==> config.mk <==
export PLATFORM = sky130hd
export DESIGN_NAME = mul_share_ctrl
export DESIGN_NICKNAME = d
export VERILOG_FILES = /design/src/rtl/mul_share_ctrl.sv
export SDC_FILE = /design/constraint.sdc
export NUM_CORES = 1
export LEC_CHECK = 0
export ABC_AREA = 1
export BUFFER_PORTS_ARGS = -buffer_cell sky130_fd_sc_hd__buf_2
export CAP_MARGIN = 0
export CORE_AREA = 2 2 355 357
export CTS_CLUSTER_SIZE = 14
export DETAILED_ROUTE_END_ITERATION = 16
export DIE_AREA = 0 0 357 359
export PLACE_DENSITY = 0.3
export SETUP_SLACK_MARGIN = 0.4
export SLEW_MARGIN = 20
export SYNTH_ARGS = -nofsm -noshare
export SYNTH_HDL_FRONTEND = slang
export SYNTH_SLANG_ARGS = --single-unit
==> constraint.sdc <==
create_clock -name clk -period 11.6 [get_ports clk]
set_clock_uncertainty 0.1 [all_clocks]
set_input_delay 1.74 -clock clk [delete_from_list [all_inputs] [get_ports clk]]
set_output_delay 1.74 -clock clk [all_outputs]
set_load 0.01 [all_outputs]
==> src/rtl/mul_share_ctrl.sv <==
`default_nettype none
// ============================================================================
// mul_share_ctrl : round-robin sharing of one sequential 64x64 multiplier
// Revision: 1.0
// ============================================================================
module mul_share_ctrl #(
  parameter int NUM_REQ = 4,
  parameter int TIMEOUT = 80,
  localparam int ID_W = $clog2(NUM_REQ)
) (
  input  logic                    clk,
  input  logic                    reset,
  input  logic [NUM_REQ-1:0]      req_valid,
  output logic [NUM_REQ-1:0]      req_ready,
  input  logic [NUM_REQ*64-1:0]   req_multiplier,
  input  logic [NUM_REQ*64-1:0]   req_multiplicand,
  output logic                    rsp_valid,
  input  logic                    rsp_ready,
  output logic [ID_W-1:0]         rsp_id,
  output logic [127:0]            rsp_result,
  output logic                    rsp_error,
  output logic [63:0]             mul_multiplier,
  output logic [63:0]             mul_multiplicand,
  output logic                    mul_op_start,
  output logic                    mul_op_clear,
  input  logic                    mul_op_done,
  input  logic [127:0]            mul_result,
  output logic                    busy
);

  localparam int CNT_W = (TIMEOUT > 1) ? $clog2(TIMEOUT) : 1;
  localparam logic [CNT_W-1:0] c_cnt_last = CNT_W'(TIMEOUT - 1);

  typedef enum logic [1:0] {S_IDLE, S_RUN, S_CLEAR, S_RESP} state_t;

  state_t              r_state, w_next;
  logic [ID_W-1:0]     r_ptr, r_id;
  logic [63:0]         r_a, r_b;
  logic [CNT_W-1:0]    r_cnt;
  logic [127:0]        r_result;
  logic                r_error;

  logic [NUM_REQ-1:0]  w_rot, w_grant;
  logic [ID_W-1:0]     w_off, w_win, w_ptr_nxt;
  logic [ID_W:0]       w_sum;
  logic                w_found, w_accept, w_timeout;

  // Rotate requests so the pointer position lands at bit 0; lowest set bit wins.
  always_comb begin
    w_rot   = NUM_REQ'({req_valid, req_valid} >> r_ptr);
    w_found = 1'b0;
    w_off   = '0;
    for (int k = NUM_REQ - 1; k >= 0; k--) begin
      if (w_rot[k]) begin
        w_found = 1'b1;
        w_off   = ID_W'(k);
      end
    end
    w_sum = {1'b0, r_ptr} + {1'b0, w_off};
    if (w_sum >= (ID_W+1)'(NUM_REQ))
      w_sum = w_sum - (ID_W+1)'(NUM_REQ);
    w_win = w_sum[ID_W-1:0];
  end

  assign w_ptr_nxt = (w_win == ID_W'(NUM_REQ - 1)) ? '0 : w_win + 1'b1;
  assign w_grant   = (r_state == S_IDLE && w_found && !reset) ? (NUM_REQ'(1) << w_win) : '0;
  assign w_accept  = |(req_valid & w_grant);
  assign w_timeout = (r_cnt == c_cnt_last);

  always_ff @(posedge clk or posedge reset) begin
    if (reset) r_state <= S_IDLE;
    else       r_state <= w_next;
  end

  always_comb begin
    w_next = r_state;
    case (r_state)
      S_IDLE:  if (w_accept) w_next = S_RUN;
      S_RUN:   if (mul_op_done || w_timeout) w_next = S_CLEAR;
      S_CLEAR: w_next = S_RESP;
      S_RESP:  if (rsp_ready) w_next = S_IDLE;
      default: w_next = S_IDLE;
    endcase
  end

  always_ff @(posedge clk or posedge reset) begin
    if (reset) begin
      r_ptr    <= '0;
      r_id     <= '0;
      r_a      <= '0;
      r_b      <= '0;
      r_cnt    <= '0;
      r_result <= '0;
      r_error  <= 1'b0;
    end else begin
      if (r_state == S_IDLE && w_accept) begin
        r_a   <= req_multiplier[64*w_win +: 64];
        r_b   <= req_multiplicand[64*w_win +: 64];
        r_id  <= w_win;
        r_ptr <= w_ptr_nxt;
        r_cnt <= '0;
      end
      // A done seen on the last allowed cycle still counts as success.
      if (r_state == S_RUN) begin
        if (mul_op_done) begin
          r_result <= mul_result;
          r_error  <= 1'b0;
        end else if (w_timeout) begin
          r_result <= '0;
          r_error  <= 1'b1;
        end else begin
          r_cnt <= r_cnt + 1'b1;
        end
      end
    end
  end

  assign req_ready        = w_grant;
  assign rsp_valid        = (r_state == S_RESP);
  assign rsp_id           = r_id;
  assign rsp_result       = r_result;
  assign rsp_error        = r_error;
  assign mul_multiplier   = r_a;
  assign mul_multiplicand = r_b;
  assign mul_op_start     = (r_state == S_RUN);
  assign mul_op_clear     = (r_state == S_CLEAR);
  assign busy             = (r_state != S_IDLE);

endmodule
`default_nettype wire

==> results.yml, run 1 <==
status:
  run_status: "complete, no violations"
worst_setup_path:
  cp_data_required_time_ps: 9760
  crit_type: "in2out"
  arrival_ps: 4230
  cp-end-kind: "output pin"
  r2r-end: "mul_multiplicand[48]$_DFFE_PP0P_"
  r2r-start: "r_ptr[0]$_DFFE_PP0P_"
  critPathLaunchType: "input pin"
  rrSetupSlack_ps: 6630
  critPathMaxFanout: 103
  reg2reg_depth: 19
sta:
  rsz0062_at_grt: "false"
  post-route-period-util_pct: 52.3
  slew_viol_final: 0
  timing.fmax_mhz: 165
  hold_viol: 0
  setup_tns_ps: 0
  slew_headroom_pct: 24.4
  worst_pin_slew_ps: 1100
  period_minus_slack_ps: 6070
  setup_violations: 0
  holdWs_ps: 372
power_and_ir_drop:
  cellLeakagePower_nw: 11.6
  powerDensity_nw_per_um2: 317
  ir_worst_vdd_uv: 327
  p_total_mw: 7.12
final_layout:
  fin_util_pct: 18.0
  final_common_cell: "buf_2"
  syn_to_final_growth_pct: 50.6
  final_cell_area_um2: 22400
  layout_common_cells: "buf_2 (914), nand2_1 (553), dfrtp_1 (270), nand3_1 (152), o21ai_0 (132)"
  drive_above_1_share_pct: 46.5
  finalNetCount: 3188
cts:
  path_clk_slew_ps: 60
  post-cts-setup-buffers: 0
  h-tree-depth: 2
  cts_sinks: 270
  ctsResizeCount: 0
  cts_tree: "built"
  hold_buffers: 0
  cts_buffer_depth: 3
  cts_buffers: 39
  clockRootBuffer: "clkbuf_16"
  clk_latency_ps: 580
floorplanning:
  rows: 130
  ios: 915
  start_util_pct: 12.0
  die_h_um: 359
  dieArea_um2: 128000
  core_um2: 125000
  die_x_um: 357
logic_synthesis:
  synth_seq_area_share_pct: 45.4
  syn_nets: 2350
  synth_area_um2: 14900
  yosysWarnings: 0
  synth_cells: 1693
  yosysUniqueCellTypes: 29
  avgSynthCellArea_um2: 8.80
  ys_ff_latch: 270
routing:
  viasPerCell: 3.52
  dr.pass1.iters: 4
  first_iter_violations: 684
  drcViolationCount: 0
  dr_total_vias: 14800
  ant_nets: 0
  wl_per_cell_um: 17.2
  wirelength_um: 72300
global_routing:
  grt-ovfl-total: 0
  antenna_found_initial: 15
  track_usage_pct: 10.8
  grt_max_degree: 169
  grt_pass1_vias: 15200
  grt_pass1_wl_um: 103000
placed_design:
  gp_congestion: 0.803
  dp_hpwl_um: 56000
  place_area_um2: 21100
  portBuffers: 914
min_path:
  hp-start: "mul_multiplicand[30]$_DFFE_PP0P_"
  hold_class: "reg2reg"
  hold_path_end: "mul_multiplicand[30]$_DFFE_PP0P_"
  whs_path_depth: 2
run:
  maxCapViolCount: 0
## power by group
part / total, mW / internal [mW] / switching [mW]
Sequential: 1.62 / 1.39 / 0.229
Clock: 1.26 / 0.767 / 0.493
Combinational: 4.24 / 1.65 / 2.59
Total: 7.12 / 3.81 / 3.31
## kinds of logic after synthesis
family,after synthesis,share of synthesized area (%)
flip-flops,270,45.4
adder cells (fa/ha/maj),9,0.756
AO/OA/AOI/OAI,269,10.4
AND/OR/NAND/NOR,729,20.0
multiplexers,256,18.3
XOR/XNOR,2,0.118
buffers and inverters,158,5.12
## synthesized netlist by cell type
library cell / instances / area share (%)
nor2_2: 1 / 0.042
and2_1: 1 / 0.042
xnor2_1: 1 / 0.059
nor2_4: 1 / 0.076
nand2_1: 555 / 14
inv_1: 25 / 0.63
dfrtp_1: 270 / 45
mux2_2: 128 / 9.7
clkinv_1: 1 / 0.025
nand2_4: 1 / 0.076
o21ai_2: 53 / 3.1
o21ai_1: 78 / 2.6
buf_6: 22 / 1.7
inv_2: 2 / 0.050
nor2_1: 11 / 0.28
a21oi_1: 5 / 0.17
ha_1: 9 / 0.76
nand2_2: 2 / 0.084
mux2i_1: 128 / 8.6
nand3_2: 2 / 0.13
o21ai_0: 132 / 4.4
buf_2: 2 / 0.067
a21boi_0: 1 / 0.050
nand3_1: 152 / 5.1
xor2_1: 1 / 0.059
or2_2: 3 / 0.13
clkbuf_1: 102 / 2.6
buf_1: 3 / 0.076
clkbuf_2: 1 / 0.034
## per-layer routing
metal / wire (µm) / up-vias / track usage (%)
li1: - / 7365 / -
met1: 26600 / 6786 / 11.4
met2: 37500 / 549 / 19.9
met3: 5900 / 104 / 3.56
met4: 2230 / 18 / 3.64
met5: 116 / - / 0
## registers in the layout, summed over array words and instances (netlist names)
register and flops:
r_ptr 2, rsp_result 128, rsp_id 2, mul_multiplier 64
r_cnt 7, rsp_error 1, mul_multiplicand 64, r_state 2
## area by class of cell
| class | instances | area [µm²] |
|---|---|---|
| clock buffer | 61 | 1220 |
| tap | 1650 | 2060 |
| inverter | 28 | 114 |
| clock inverter | 10 | 130 |
| fill | 14300 | 102000 |
| timing repair buffer | 927 | 4720 |
| sequential | 270 | 6760 |
| multi-input combinational | 1265 | 7410 |
| antenna | 3 | 7.51 |
## worst max-delay path by stage
stage                                       endpoint  cells after the start  slack (ps)         start
floorplan            mul_multiplicand[0]$_DFFE_PP0P_                      1        2320         reset
global placement    mul_multiplicand[26]$_DFFE_PP0P_                     19        5470  req_valid[1]
detailed placement  mul_multiplicand[26]$_DFFE_PP0P_                     19        5420  req_valid[1]
CTS                                     req_ready[3]                     15        5510  req_valid[1]
global route                            req_ready[3]                     15        5240  req_valid[0]
finish                                  req_ready[3]                     15        5530  req_valid[1]
## metrics by stage
stage | instances | setup slack [ps]
after floorplan | 1693 | 2320
after global placement | 4140 | 5470
after detailed placement | 4140 | 5420
after CTS | 4211 | 5510
after global routing | 4212 | 5240
final | 4214 | 5530
## worst max-delay path: stages
cell and delay (ps):
buf_2 110, nand2_1 80, nand3_1 90, nand2_1 120, nand3_1 70, a21boi_0 430
ha_4 210, xor2_1 220, inv_1 80, nand3_2 120, nand2_8 320, ha_1 350
nand2_1 90, inv_1 60, buf_2 130
(Power assumes the default switching activity.)
==> run 2: changes to the inputs <==
--- a/config.mk
+++ b/config.mk
@@ -5,13 +5,13 @@
 export SDC_FILE = /design/constraint.sdc
 export NUM_CORES = 1
 export LEC_CHECK = 0
-export ABC_AREA = 1
+export ABC_AREA = 0
 export BUFFER_PORTS_ARGS = -buffer_cell sky130_fd_sc_hd__buf_2
 export CAP_MARGIN = 0
-export CORE_AREA = 2 2 355 357
+export CORE_AREA = 2 2 357 359
 export CTS_CLUSTER_SIZE = 14
 export DETAILED_ROUTE_END_ITERATION = 16
-export DIE_AREA = 0 0 357 359
+export DIE_AREA = 0 0 359 361
 export PLACE_DENSITY = 0.3
 export SETUP_SLACK_MARGIN = 0.4
 export SLEW_MARGIN = 20
==> constraint.sdc (replaced) <==
create_clock -name clk -period 6 [get_ports clk]
set_clock_uncertainty 0.1 [all_clocks]
set_input_delay 0.9 -clock clk [delete_from_list [all_inputs] [get_ports clk]]
set_output_delay 0.9 -clock clk [all_outputs]
set_load 0.01 [all_outputs]
==> run 2 against run 1 <==
  * Non-clock buffer count grew 3
  * Via count shrank 19%
  * Combinational power rose by 54%
  * Critical path type is now reg2out
  * Worst hold slack improved by 19 ps
  * Worst setup slack worse by 4000 ps
  * Largest power group unchanged
  * Sequential power up 100%
==> results.yml, run 2 <==
final_layout:
  stdcell_count: 3431
  syn_to_final_growth_pct: 53.8
  layout_common_cells: "buf_2 (914), dfrtp_1 (270), a22o_1 (128), mux2_4 (101), mux4_1 (65)"
  nFillCells: 13900
  drive_above_1_share_pct: 68.2
  largest_reg_flops: 128
  fin_util_pct: 17.4
  final_cell_area_um2: 21900
  finalNetCount: 2398
  final_common_cell: "buf_2"
sta:
  setup_tns_ps: 0
  slew_viol_final: 0
  worst_pin_slew_ps: 935
  period_minus_slack_ps: 4480
  setup_violations: 0
  holdWs_ps: 390
  slew_headroom_pct: 37.7
  hold_viol: 0
  timing.fmax_mhz: 223
  rsz0062_at_grt: "false"
  post-route-period-util_pct: 74.7
floorplanning:
  die_h_um: 361
  ios: 915
  die_x_um: 359
  start_util_pct: 11.3
  rows: 130
  core_um2: 125000
  dieArea_um2: 130000
worst_setup_path:
  critPathMaxFanout: 28
  cp_data_required_time_ps: 5000
  cp-end-kind: "output pin"
  arrival_ps: 3480
  critPathLaunchType: "flop"
  crit_type: "reg2out"
  reg2reg_depth: 11
cts:
  post-cts-setup-buffers: 0
  cts_buffers: 40
  cts_sinks: 270
  clk_latency_ps: 580
  ctsResizeCount: 0
  clockRootBuffer: "clkbuf_16"
  path_clk_slew_ps: 60
  cts_buffer_depth: 3
  h-tree-depth: 2
  hold_buffers: 0
  cts_tree: "built"
min_path:
  whs_path_depth: 2
  hold_class: "reg2reg"
power_and_ir_drop:
  ir_worst_vdd_uv: 493
  combPwrFrac_pct: 53.6
  cellLeakagePower_nw: 10.6
  p_int_mw: 7.63
  switching_power_mw: 4.56
  powerDensity_nw_per_um2: 558
  pwr-share-seq_pct: 26.6
  power.share.switching_pct: 37.4
  clkPwrFrac_pct: 19.8
logic_synthesis:
  yosysMostFrequentCell: "dfrtp_1"
  yosysUniqueCellTypes: 53
  synth_cells: 848
  synth_area_leaders: "dfrtp_1 (48%), mux4_1 (12%), mux2_4 (11%)"
  avgSynthCellArea_um2: 16.8
  synth_area_um2: 14200
  yosysWarnings: 0
  ys_ff_latch: 270
  netlist_top_cells_count: "dfrtp_1 (270), a22o_1 (128), mux2_4 (101)"
  synth_edf_count: 0
  synth_top_area_cell: "dfrtp_1"
  syn_nets: 1505
  synth_seq_area_share_pct: 47.6
  netlist.area_leader.share_pct: 47.6
  synth_ff_type: "dfrtp_1"
  async_reset_ff_share_pct: 100
placed_design:
  dp.cells: 3349
  dp_hpwl_um: 54800
  place_area_um2: 20500
  gp_congestion: 0.881
  portBuffers: 914
global_routing:
  grt_pass1_wl_um: 98200
  grt_pass1_vias: 13300
  grt-ovfl-total: 0
  grt_max_degree: 117
  track_usage_pct: 10.4
  antenna_found_initial: 35
status:
  run_status: "complete, no violations"
routing:
  wl_per_cell_um: 20.4
  wirelength_um: 70000
  drcViolationCount: 0
  first_iter_violations: 528
  viasPerCell: 3.51
  ant_nets: 0
  dr.pass1.iters: 4
  dr_total_vias: 12100
run:
  maxCapViolCount: 0
[run 2: path summary, 6_finish.rpt]
| check | startpoint | end | slack (ps) |
|---|---|---|---|
| max | r_ptr[1]$_DFFE_PP0P_ | req_ready[2] | 1520 |
| min | rsp_error$_DFFE_PP0P_ | rsp_error$_DFFE_PP0P_ | 390 |
| max reg2reg | r_ptr[1]$_DFFE_PP0P_ | mul_multiplier[15]$_DFFE_PP0P_ | 1940 |
| min reg2reg | rsp_error$_DFFE_PP0P_ | rsp_error$_DFFE_PP0P_ | 390 |
| max in group asynchronous | reset | mul_multiplicand[19]$_DFFE_PP0P_ | 3200 |
| min in group asynchronous | reset | rsp_result[74]$_DFFE_PP0P_ | 480 |
[run 2: power groups by stage]
stage,Combinational [mW],Sequential [mW],Clock (mW)
final,6.54,3.24,2.41
after global routing,7.04,3.37,2.63
after CTS,6.72,3.25,2.56
after detailed placement,6.69,3.26,0
after global placement,6.66,3.27,0
after floorplan,4.13,3.58,0
[run 2: routing by layer]
layer | vias to the layer above | wire length (µm) | track usage [%]
met3 | 112 | 7180 | 4.96
li1 | 5260 | - | -
met2 | 610 | 34900 | 17.9
met1 | 6044 | 26200 | 11.4
met4 | 28 | 1540 | 3.08
met5 | - | 168 | 0.666
[run 2: worst max-delay path: stages, from the launching register on]
cell	delay [ps]
dfrtp_1	570
o21ai_0	240
a21oi_1	90
o31a_1	320
ha_4	190
xor2_1	150
a31oi_1	200
nand2b_4	160
buf_4	470
and3_4	340
buf_2	170
[run 2: area by class of cell]
type / instances / area (µm²) / area share [%]
inverter: 8 / 33.8 / 0.155
clock inverter: 12 / 121 / 0.555
antenna: 10 / 25.0 / 0.114
clock buffer: 60 / 1200 / 5.48
sequential: 270 / 6760 / 30.9
tap: 1650 / 2060 / 9.44
timing repair buffer: 930 / 4780 / 21.9
multi-input combinational: 491 / 6880 / 31.5
[run 2: cell families (layout without fill, tap and decap cells)]
group | after synthesis | count (layout) | share of synthesized area [%]
compound gates | 161 | 161 | 9.65
simple gates | 56 | 56 | 2.21
buf+inv | 87 | 1010 | 4.32
flops | 270 | 270 | 47.6
other cells | 0 | 10 | 0
mux | 262 | 262 | 35.3
xor+xnor | 3 | 3 | 0.185
fa+ha+maj | 9 | 9 | 0.793
[run 2: through the flow]
step                      setup WS (ps)  total power [mW]
final                              1520              12.2
after CTS                          1420              12.5
after floorplan                    -618              7.71
after global placement             1390              9.94
after global routing               1240              13.0
after detailed placement           1470              9.95
==> run 3: changes to the inputs <==
--- a/config.mk
+++ b/config.mk
@@ -5,13 +5,13 @@
 export SDC_FILE = /design/constraint.sdc
 export NUM_CORES = 1
 export LEC_CHECK = 0
-export ABC_AREA = 0
+export ABC_AREA = 1
 export BUFFER_PORTS_ARGS = -buffer_cell sky130_fd_sc_hd__buf_2
 export CAP_MARGIN = 0
-export CORE_AREA = 2 2 357 359
+export CORE_AREA = 2 2 355 357
 export CTS_CLUSTER_SIZE = 14
 export DETAILED_ROUTE_END_ITERATION = 16
-export DIE_AREA = 0 0 359 361
+export DIE_AREA = 0 0 357 359
 export PLACE_DENSITY = 0.3
 export SETUP_SLACK_MARGIN = 0.4
 export SLEW_MARGIN = 20
==> constraint.sdc (replaced) <==
create_clock -name clk -period 4.3 [get_ports clk]
set_clock_uncertainty 0.1 [all_clocks]
set_input_delay 0.645 -clock clk [delete_from_list [all_inputs] [get_ports clk]]
set_output_delay 0.645 -clock clk [all_outputs]
set_load 0.01 [all_outputs]
==> run 3 against run 2 <==
  * Count of clock-buffer cells in the layout decreased by 1
  * Utilization increased by 0.82 points
  * Register-to-register slack lost 1000 ps
  * Combinational power up 82%
  * Sequential power is 35% higher
  * First-iteration DRC count rose by 18%
  * Sequential share of layout area is 1.2 points lower
  * Clock power rose by 30%
  * Die area down 1.1%
  * Critical path type unchanged
==> results.yml, run 3 (same netlist as run 1, synthesis figures left out) <==
min_path:
  hold_class: "in2async"
power_and_ir_drop:
  powerDensity_nw_per_um2: 854
  p_total_mw: 19.4
  ir_worst_vdd_uv: 701
  cellLeakagePower_nw: 11.7
worst_setup_path:
  critPathLaunchType: "flop"
  crit_top_cell: "inv_1"
  cp_top_family: "simple AND/OR/NAND/NOR gates"
  cpMaxStageDelayCell: "dfrtp_1"
  cp-end-kind: "output pin"
  reg2reg_depth: 19
  r2r-start: "r_ptr[1]$_DFFE_PP0P_"
  cp_data_required_time_ps: 3560
  arrival_ps: 2890
  path_cells: "inv_1 -> nand3_1 -> nand2_1 -> nand3_1 -> a21boi_2 -> ha_4 -> xor2_1 -> inv_1 -> nand3_2 -> nand2_8 -> ha_1 -> nand2_1 -> inv_1 -> buf_2"
  r2r-end: "mul_multiplicand[63]$_DFFE_PP0P_"
  crit_type: "reg2out"
  critPathMaxFanout: 13
  slowest_delay_ps: 470
  cp.buffers_inverters: 4
  rrSetupSlack_ps: 910
placed_design:
  place_ws_ps: 427
  dp_hpwl_um: 55500
  portBuffers: 914
  gp_congestion: 0.777
floorplanning:
  dieArea_um2: 128000
  ios: 915
  die_x_um: 357
  start_util_pct: 12.0
  die_h_um: 359
  core_um2: 125000
  rows: 130
sta:
  slew_headroom_pct: 46.4
  layout_setup_ws_ps: 663
  post-route-period-util_pct: 84.6
  hold_viol: 0
  worst_pin_slew_ps: 804
  period_minus_slack_ps: 3640
  slew_viol_final: 0
  rsz0062_at_grt: "false"
  timing.fmax_mhz: 275
  setup_violations: 0
cts:
  cts_buffer_depth: 3
  post-cts-setup-buffers: 0
  cts_tree: "built"
  cts_buffers: 39
  cts_sinks: 270
  path_clk_slew_ps: 50
  clk_latency_ps: 570
  clockRootBuffer: "clkbuf_16"
  h-tree-depth: 2
routing:
  first_iter_violations: 624
  dr_total_vias: 14900
  wl_per_cell_um: 16.5
  viasPerCell: 3.50
  ant_nets: 0
  dr.pass1.iters: 5
  drcViolationCount: 0
  wirelength_um: 70200
global_routing:
  track_usage_pct: 10.5
  grt_pass1_vias: 15600
  antenna_found_initial: 14
  grt-ovfl-total: 0
  grt_pass1_wl_um: 102000
  grt_max_degree: 129
final_layout:
  final_common_cell: "buf_2"
  syn_to_final_growth_pct: 52.7
  nFillCells: 14300
  layout_common_cells: "buf_2 (914), nand2_1 (553), dfrtp_1 (269), nand3_1 (152), o21ai_0 (132)"
  drive_above_1_share_pct: 47.2
  largest_reg_flops: 128
  finalNetCount: 3229
status:
  run_status: "complete, no violations"
run:
  maxCapViolCount: 0
## run 3: changes by cell type in the layout (fill, tap and decap cells not counted), moves of 65 or more
cell | previous run | this run
a22o_1 | 128 | 0
mux4_1 | 65 | 0
nand3_1 | 3 | 152
mux2i_1 | 1 | 128
mux2_2 | 32 | 128
mux2_4 | 101 | 0
o21ai_1 | 7 | 78
nand2_1 | 14 | 553
o21ai_0 | 4 | 132
## run 3: final cells by class
type / instances / area, µm² / area share (%)
inverters: 28 / 110 / 0.484
clock inverters: 9 / 78.8 / 0.347
well taps: 1650 / 2060 / 9.08
multi-input cells: 1265 / 7410 / 32.6
clock buffers: 59 / 1150 / 5.06
diodes: 5 / 12.5 / 0.0550
flip-flops and latches: 270 / 6760 / 29.7
repair buffers: 968 / 5150 / 22.7
## run 3: layer usage
metal	vias up	wire, µm	global-route usage (%)
li1	7453	-	-
met1	6802	25800	11.2
met2	523	37500	20.0
met3	91	5060	2.94
met4	12	1740	3.13
met5	-	84	0
## run 3: worst max path at each step
| stage | slack, ps | end | from | cells after the start |
|---|---|---|---|---|
| final | 660 | req_ready[3] | r_ptr[1]$_DFFE_PP0P_ | 14 |
| after global routing | 430 | req_ready[3] | r_ptr[1]$_DFFE_PP0P_ | 14 |
| after CTS | 410 | req_ready[3] | r_ptr[0]$_DFFE_PP0P_ | 15 |
| after detailed placement | 430 | mul_multiplicand[63]$_DFFE_PP0P_ | req_valid[1] | 20 |
| after global placement | 430 | mul_multiplicand[20]$_DFFE_PP0P_ | req_valid[1] | 20 |
| after floorplan | -10 | mul_multiplicand[0]$_DFFE_PP0P_ | reset | 1 |
## run 3: worst register-to-register path: cells and delay by family, from the launching register on
| kind | cells | cell delay, ps |
|---|---|---|
| buf+inv | 4 | 750 |
| flops | 1 | 470 |
| fa+ha+maj | 2 | 380 |
| compound gates | 3 | 450 |
| simple gates | 9 | 930 |
| xor+xnor | 1 | 210 |
## run 3: what timing repair did
item                                    CTS  global route
endpoints found under the setup margin    2             3
gates resized for setup                   1             2
hold buffers                              0             0
## run 3: power breakdown
group	switching (mW)	total [mW]	leakage, nW	internal [mW]
registers	0.636	4.38	3.38	3.75
clock network	1.28	3.13	0.594	1.85
logic	7.07	11.9	7.77	4.83
## run 3: stage by stage
stage / hold WS (ps) / util, % / cells / TNS (ps) / area, µm²
floorplan: 369 / - / 1693 / -3360 / 14900
global placement: 361 / 17.3 / 4181 / 0 / 21500
detailed placement: 362 / 17.3 / 4181 / 0 / 21500
CTS: 76.7 / 18.2 / 4249 / 0 / 22700
global route: 105 / 18.3 / 4253 / 0 / 22700
finish: 104 / 18.3 / 4254 / 0 / 22700
